File: config.mk
export PLATFORM = sky130hd
export DESIGN_NAME = scarv_soc_mem_arbiter
export DESIGN_NICKNAME = d
export VERILOG_FILES = /design/src/rtl/scarv_soc_mem_arbiter.sv
export SDC_FILE = /design/constraint.sdc
export NUM_CORES = 1
export LEC_CHECK = 0
export ABC_CLOCK_PERIOD_IN_PS = 3300
export BUFFER_PORTS_ARGS = -buffer_cell sky130_fd_sc_hd__buf_2
export CAP_MARGIN = 30
export CORE_AREA = 2 2 124 126
export CTS_BUF_LIST = sky130_fd_sc_hd__clkbuf_8 sky130_fd_sc_hd__clkbuf_16
export CTS_CLUSTER_SIZE = 40
export DETAILED_ROUTE_END_ITERATION = 8
export DIE_AREA = 0 0 126 128
export SETUP_SLACK_MARGIN = 0.2
export SLEW_MARGIN = 15
export SYNTH_ARGS = -nofsm -noshare
export SYNTH_HDL_FRONTEND = slang
export SYNTH_SLANG_ARGS = --single-unit
File: constraint.sdc
create_clock -name f_clk -period 3.3 [get_ports f_clk]
set_input_delay 0.99 -clock f_clk [delete_from_list [all_inputs] [get_ports f_clk]]
set_output_delay 0.99 -clock f_clk [all_outputs]
set_load 0.005 [all_outputs]
File: src/rtl/scarv_soc_mem_arbiter.sv
// 2:1 split-transaction memory arbiter with an in-order owner FIFO for response routing.
// Define SCARV_SOC_ARB_FIXED_PRIO_EN to give m0 fixed priority instead of round robin.
module scarv_soc_mem_arbiter #(
  parameter int OUTSTANDING = 2
) (
  input  logic        f_clk,
  input  logic        g_resetn,
  input  logic        m0_req,
  output logic        m0_gnt,
  input  logic        m0_wen,
  input  logic [3:0]  m0_strb,
  input  logic [31:0] m0_addr,
  input  logic [31:0] m0_wdata,
  output logic        m0_recv,
  input  logic        m0_ack,
  output logic        m0_error,
  output logic [31:0] m0_rdata,
  input  logic        m1_req,
  output logic        m1_gnt,
  input  logic        m1_wen,
  input  logic [3:0]  m1_strb,
  input  logic [31:0] m1_addr,
  input  logic [31:0] m1_wdata,
  output logic        m1_recv,
  input  logic        m1_ack,
  output logic        m1_error,
  output logic [31:0] m1_rdata,
  output logic        s_req,
  input  logic        s_gnt,
  output logic        s_wen,
  output logic [3:0]  s_strb,
  output logic [31:0] s_addr,
  output logic [31:0] s_wdata,
  input  logic        s_recv,
  output logic        s_ack,
  input  logic        s_error,
  input  logic [31:0] s_rdata,
  output logic        arb_err
);

  localparam int CW = $clog2(OUTSTANDING + 1);
  localparam int PW = (OUTSTANDING > 1) ? $clog2(OUTSTANDING) : 1;

  logic [CW-1:0] count;
  logic [PW-1:0] wr_ptr, rd_ptr;
  logic          owner_q [OUTSTANDING];
  logic          lock_valid, lock_sel;
  logic          full, nonempty, sel, push, pop, head;
`ifndef SCARV_SOC_ARB_FIXED_PRIO_EN
  logic          last_grant;
`endif

  function automatic logic [PW-1:0] next_ptr(input logic [PW-1:0] p);
    return (p == PW'(OUTSTANDING - 1)) ? '0 : p + 1'b1;
  endfunction

  assign full     = (count == CW'(OUTSTANDING));
  assign nonempty = (count != '0);
  assign s_req    = (m0_req | m1_req) & ~full;
  assign push     = s_req & s_gnt;

  // A stalled request keeps its owner until the slave finally accepts it.
  always_comb begin
    sel = 1'b0;
    if (lock_valid)
      sel = lock_sel;
    else if (m0_req && m1_req)
`ifdef SCARV_SOC_ARB_FIXED_PRIO_EN
      sel = 1'b0;
`else
      sel = ~last_grant;
`endif
    else
      sel = m1_req;
  end

  assign m0_gnt  = push & ~sel;
  assign m1_gnt  = push & sel;
  assign s_wen   = sel ? m1_wen   : m0_wen;
  assign s_strb  = sel ? m1_strb  : m0_strb;
  assign s_addr  = sel ? m1_addr  : m0_addr;
  assign s_wdata = sel ? m1_wdata : m0_wdata;

  // Responses return in order, so the FIFO head names their owner; orphans are drained.
  assign head     = owner_q[rd_ptr];
  assign m0_recv  = s_recv & nonempty & ~head;
  assign m1_recv  = s_recv & nonempty & head;
  assign m0_rdata = s_rdata;
  assign m1_rdata = s_rdata;
  assign m0_error = s_error;
  assign m1_error = s_error;
  assign s_ack    = nonempty ? (head ? m1_ack : m0_ack) : s_recv;
  assign pop      = s_recv & s_ack & nonempty;

  always_ff @(posedge f_clk or negedge g_resetn) begin
    if (!g_resetn) begin
      count      <= '0;
      wr_ptr     <= '0;
      rd_ptr     <= '0;
      lock_valid <= 1'b0;
      lock_sel   <= 1'b0;
      arb_err    <= 1'b0;
`ifndef SCARV_SOC_ARB_FIXED_PRIO_EN
      last_grant <= 1'b1;
`endif
      for (int i = 0; i < OUTSTANDING; i++) owner_q[i] <= 1'b0;
    end else begin
      if (push) begin
        owner_q[wr_ptr] <= sel;
        wr_ptr          <= next_ptr(wr_ptr);
        lock_valid      <= 1'b0;
`ifndef SCARV_SOC_ARB_FIXED_PRIO_EN
        last_grant      <= sel;
`endif
      end else if (s_req) begin
        lock_valid <= 1'b1;
        lock_sel   <= sel;
      end
      if (pop) rd_ptr <= next_ptr(rd_ptr);
      case ({push, pop})
        2'b10:   count <= count + 1'b1;
        2'b01:   count <= count - 1'b1;
        default: count <= count;
      endcase
      if (s_recv && !nonempty) arb_err <= 1'b1;
    end
  end

endmodule

==> reports/metrics.cfg, run 1 <==
[global_route]
grtUsageTotal_pct=8.77
grt_antenna_before_repair=0
grt-ovfl-total=0
first_global_vias=1917
grt_max_degree=23
grt_pass1_wl_um=10900

[run]
maxCapViolCount=0

[worst_setup_path]
reg2reg_setup_slack_ps=1450
crit_path_max_fanout=22
cp_slowest_cell=mux2_4
crit_path_end_kind=primary output
critPathLaunchType=primary input
cp_cell_sequence=buf_6, a21bo_4, o21a_4, buf_12, mux2_4, buf_2
rr_worst_depth=5
worst_r2r_startpoint=rd_ptr
r2r_end=count[1]
cpPeakStageDelay_ps=320
crit_required_ps=2310
worst-setup-path-type=primary input to primary output
worstPathArrival_ps=2220

[hold_path]
hold_path_depth=1
min_from=arb_err
hold_path_end=arb_err
worstHoldPathType=flip-flop to flip-flop

[timing]
fmax_ghz=0.311
slew_violations=0
worstMarginPinSlew_ps=455
min_period_ps=3210
hold_violations=0
rsz0062_at_grt=true
finalCritPeriodShare_pct=97.3
slew_headroom_pct=68.8
skew_ps=2.83
tns_ps=0
setup_ws_ps=88.8
setup_viol=0
whs_ps=443

[final_layout]
final_core_util_pct=21.3
layout_commonest_cell=buf_2
area_delta_synth_final_pct=42.9
n_antenna_cell=0
final_cell_mix=buf_2 (212), mux2_4 (67), dfrtp_1 (9), buf_6 (9), nor2_1 (8)
final_nets=537
final_cells=544
final_layout_size_suffix_gt1_share_pct=87.4

[route]
dr_total_vias=1994
vias_per_cell=3.67
detail_route.wl_per_cell_um=15.0
firstDrtPassIters=4
initialDrtViolationCount=51
drc=0
ant_nets=0
routed_wl_um=8140

[placed_design]
placed_cells=538
gp_congestion=0.808
dp_hpwl_um=6980
place_ws_ps=20.3
port_buffers=221

[synthesis]
synthFlopType=dfrtp_1
synthArstFlopShare_pct=100
syn_nets=376
postSynthAreaPerCell_um2=11.3
synth_edf_count=0
ys.warnings.count=0
syn_area_um2=2220
yosysUniqueCellTypes=29
ys_seq_elements=10
synthCells=196
yosysSeqAreaShare_pct=11.3

[cts]
cts_tree=built
clockBufferDepth=2
root_buffer=clkbuf_16
path_clk_slew_ps=40
cts_num_sinks=10
htree_levels=1
clk_latency_ps=230
cts_buffers=3

[power_and_ir_drop]
p_per_area_nw_per_um2=722
peakVddDrop_mv=0.254
p_leak_nw=1.83

[outcome]
status=complete, no violations

[floorplanning]
start_util_pct=14.9
die_area_um2=16100
core_area_um2=14900
die_w_um=126
num_io_pins=321
placementRows=45
fp.dieH_um=128

[registers in the layout, indices dropped and copies added, names as in the netlist]
signal and count:
count 2, owner_q 2, arb_err 1, last_grant 1
lock_sel 1, lock_valid 1, rd_ptr 1, wr_ptr 1
[logic make-up after synthesis]
| logic type | count (synthesis) | synth area share, % |
|---|---|---|
| AOI/OAI and AO/OA | 12 | 4.06 |
| and+or+nand+nor | 15 | 3.38 |
| DFF | 10 | 11.3 |
| buffers and inverters | 79 | 30.0 |
| xor gates and xnor gates | 5 | 1.97 |
| adders and majority gates | 1 | 0.564 |
| muxes | 74 | 48.7 |
[power by group]
| group | leakage [nW] | switching (mW) | internal [mW] |
|---|---|---|---|
| combinational | 1.67 | 0.708 | 1.12 |
| sequential | 0.115 | 0.0656 | 0.184 |
| clock | 0.0423 | 0.0539 | 0.158 |
| total | 1.83 | 0.828 | 1.46 |
[routing by layer]
layer,vias to the layer above,share of wire (%),GRT usage (%)
met1,882,40,10.8
met5,-,0,0
met2,177,45,13.3
met3,4,14,5.26
met4,0,0.65,1.62
li1,931,-,-
[per-stage QoR]
stage | power (mW) | instance area [um2]
6_report | 2.29 | 3170
3_5_place_dp | 2.01 | 3010
3_3_place_gp | 2.00 | 3010
5_1_grt | 2.45 | 3170
2_1_floorplan | 1.62 | 2220
4_1_cts | 2.31 | 3150
[critical path: cells and delay by family]
family / cells / cell delay (ps)
AO/OA/AOI/OAI: 2 / 480
buffers and inverters: 3 / 410
multiplexers: 1 / 320
[how the worst max path moves through the flow]
stage                     startpoint          end  slack (ps)  depth (start not counted)
after floorplan               m1_req    s_addr[0]         360                          5
after global placement        m1_req  s_wdata[17]          30                          6
after detailed placement      m1_req  s_wdata[17]          20                          6
after CTS                     m0_req  s_wdata[15]          80                          6
after global routing          m0_req  s_wdata[15]          60                          6
final                         m0_req  s_wdata[15]          90                          6
[synth_stat cells (all sizes together) (2+ instances only)]
cell    instances  share of area, %
buf            76                29
mux2           71                47
dfrtp           9                10
nor2            8               1.4
xnor2           4               1.6
inv             3              0.51
mux2i           3               1.4
nand2           2              0.34
o211ai          2              0.68
o21a            2              0.68
o31ai           2              0.68
o41ai           2              0.79
[cell type report]
type	instances	area, um2
clock buffers	3	75.1
well taps	188	235
fillers	1645	11700
clock inverters	1	3.75
flip-flops and latches	10	251
multi-input cells	108	1330
inverters	3	11.3
repair buffers	231	1270
[what timing repair did]
| action | in CTS | in global routing |
|---|---|---|
| setup buffers | 1 | 0 |
| setup endpoints to repair | 67 | 69 |
| gates resized for setup | 10 | 3 |
| hold buffers | 0 | 0 |
| cloned | 1 | 0 |
Note: power is estimated with default switching activity, not from simulation.
==> inputs of run 2 (changes only) <==
==> constraint.sdc (replaced) <==
create_clock -name f_clk -period 3.3 [get_ports f_clk]
set_input_delay 0.99 -clock f_clk [delete_from_list [all_inputs] [get_ports f_clk]]
set_output_delay 0.99 -clock f_clk [all_outputs]
set_load 0.01 [all_outputs]
==> run 2 against run 1 <==
Compared with the run above:
- critical endpoint is now s_wdata[17]
- setup slack gained 6.6 ps
- clock power grew 12%
- clock-buffer cell count grew 1
- hold slack gained 6.2 ps
==> reports/metrics.cfg, run 2 (synthesis results as in run 1) <==
[cts]
post_cts_buffers=0
cts_buffers=3
clk_latency_ps=230
hold_buffers=0
clockBufferDepth=2
root_buffer=clkbuf_16
path_clk_slew_ps=40
htree_levels=1
cts_tree=built
cts_num_sinks=10
ctsResizeCount=6

[timing]
slew_headroom_pct=67.5
setup_ws_ps=95.4
tns_ps=0
setup_viol=0
rsz0062_at_grt=true
min_period_ps=3200
fmax_ghz=0.312
slew_violations=0
finalCritPeriodShare_pct=97.1
worstMarginPinSlew_ps=474
hold_violations=0
skew_ps=4.99

[floorplanning]
start_util_pct=14.9
fp.dieH_um=128
core_area_um2=14900
die_area_um2=16100
num_io_pins=321
placementRows=45
die_w_um=126

[worst_setup_path]
crit_path_end_kind=primary output
critPathLaunchType=primary input
worst-setup-path-type=primary input to primary output
crit_required_ps=2310
reg2reg_setup_slack_ps=1460
worstPathArrival_ps=2210
cpPeakStageDelay_ps=350
crit_path_max_fanout=26
cp_cell_sequence=buf_6, a21bo_1, o21a_4, buf_12, mux2_2, buf_2
cp_slowest_cell=mux2_2

[global_route]
grtUsageTotal_pct=8.33
grt-ovfl-total=0
grt_pass1_wl_um=10600
grt_max_degree=27
grt_antenna_before_repair=0
first_global_vias=1906

[final_layout]
top_regs=count: 2 flops, owner_q: 2 flops
final_cells=542
area_delta_synth_final_pct=40.8
layout_commonest_cell=buf_2
final_layout_size_suffix_gt1_share_pct=87.3
final_nets=534
final_cell_mix=buf_2 (216), mux2_4 (67), dfrtp_1 (9)

[route]
detail_route.wl_per_cell_um=14.5
routed_wl_um=7880
firstDrtPassIters=4
dr_total_vias=1987
initialDrtViolationCount=48
vias_per_cell=3.67
drc=0
ant_nets=0

[hold_path]
worstHoldPathType=flip-flop to flip-flop

[placed_design]
placed_cells=537
port_buffers=221
gp_congestion=0.706
dp_hpwl_um=7150
place_ws_ps=70.9

[outcome]
status=complete, no violations

[run]
maxCapViolCount=0

[power_and_ir_drop]
p_leak_nw=1.81
peakVddDrop_mv=0.267
p_per_area_nw_per_um2=764

## run 2: changes by cell type in the layout (fill, tap and decap cells not counted), sizes merged
| cell | delta |
|---|---|
| buf | -2 |
| o21a | -1 |
| clkbuf | +1 |
| diode | +1 |
| inv | -1 |
## run 2: worst paths after layout
kind / endpoint / from / depth (start not counted)
min in group asynchronous: lock_valid / g_resetn / 1
hold reg to reg: arb_err / arb_err / 1
hold / removal: arb_err / arb_err / 1
max in group asynchronous: last_grant / g_resetn / 1
setup reg to reg: count[1] / rd_ptr / 5
setup / recovery: s_wdata[17] / m1_req / 6
## run 2: layer usage
layer	wire length [um]	share of wire, %	global-route usage [%]	vias to the layer above
met5	0	0	0	-
met4	19	0.24	0.776	0
met3	1140	15	4.84	2
li1	-	-	-	922
met2	3740	47	13.9	172
met1	2970	38	9.65	891
## run 2: final cells by class
| class | instances | area (um2) |
|---|---|---|
| antenna | 1 | 2.50 |
| clock buffer | 4 | 88.8 |
| fill | 1646 | 11700 |
| inverter | 3 | 11.3 |
| multi-input combinational | 107 | 1310 |
| sequential | 10 | 251 |
| tap | 188 | 235 |
| timing repair buffer | 229 | 1230 |
## run 2: worst max-delay path, delay by kind of cell
kind	cells	cell delay, ps
muxes	1	350
buffers and inverters	3	460
AOI/OAI and AO/OA	2	390
## run 2: power by group
part	leakage (nW)	internal, mW	total, mW	switching, mW
combinational	1.65	1.08	1.91	0.830
sequential	0.115	0.184	0.244	0.0601
clock	0.0442	0.182	0.237	0.0550
total	1.81	1.44	2.39	0.945
## run 2: through the flow
step	hold slack [ps]	util [%]	cell area [um2]	total power, mW
3_3_place_gp	440	20.2	3000	2.15
6_report	449	21.0	3130	2.39
3_5_place_dp	443	20.2	3000	2.16
5_1_grt	460	21.0	3120	2.55
2_1_floorplan	463	-	2220	1.77
4_1_cts	451	21.0	3120	2.43
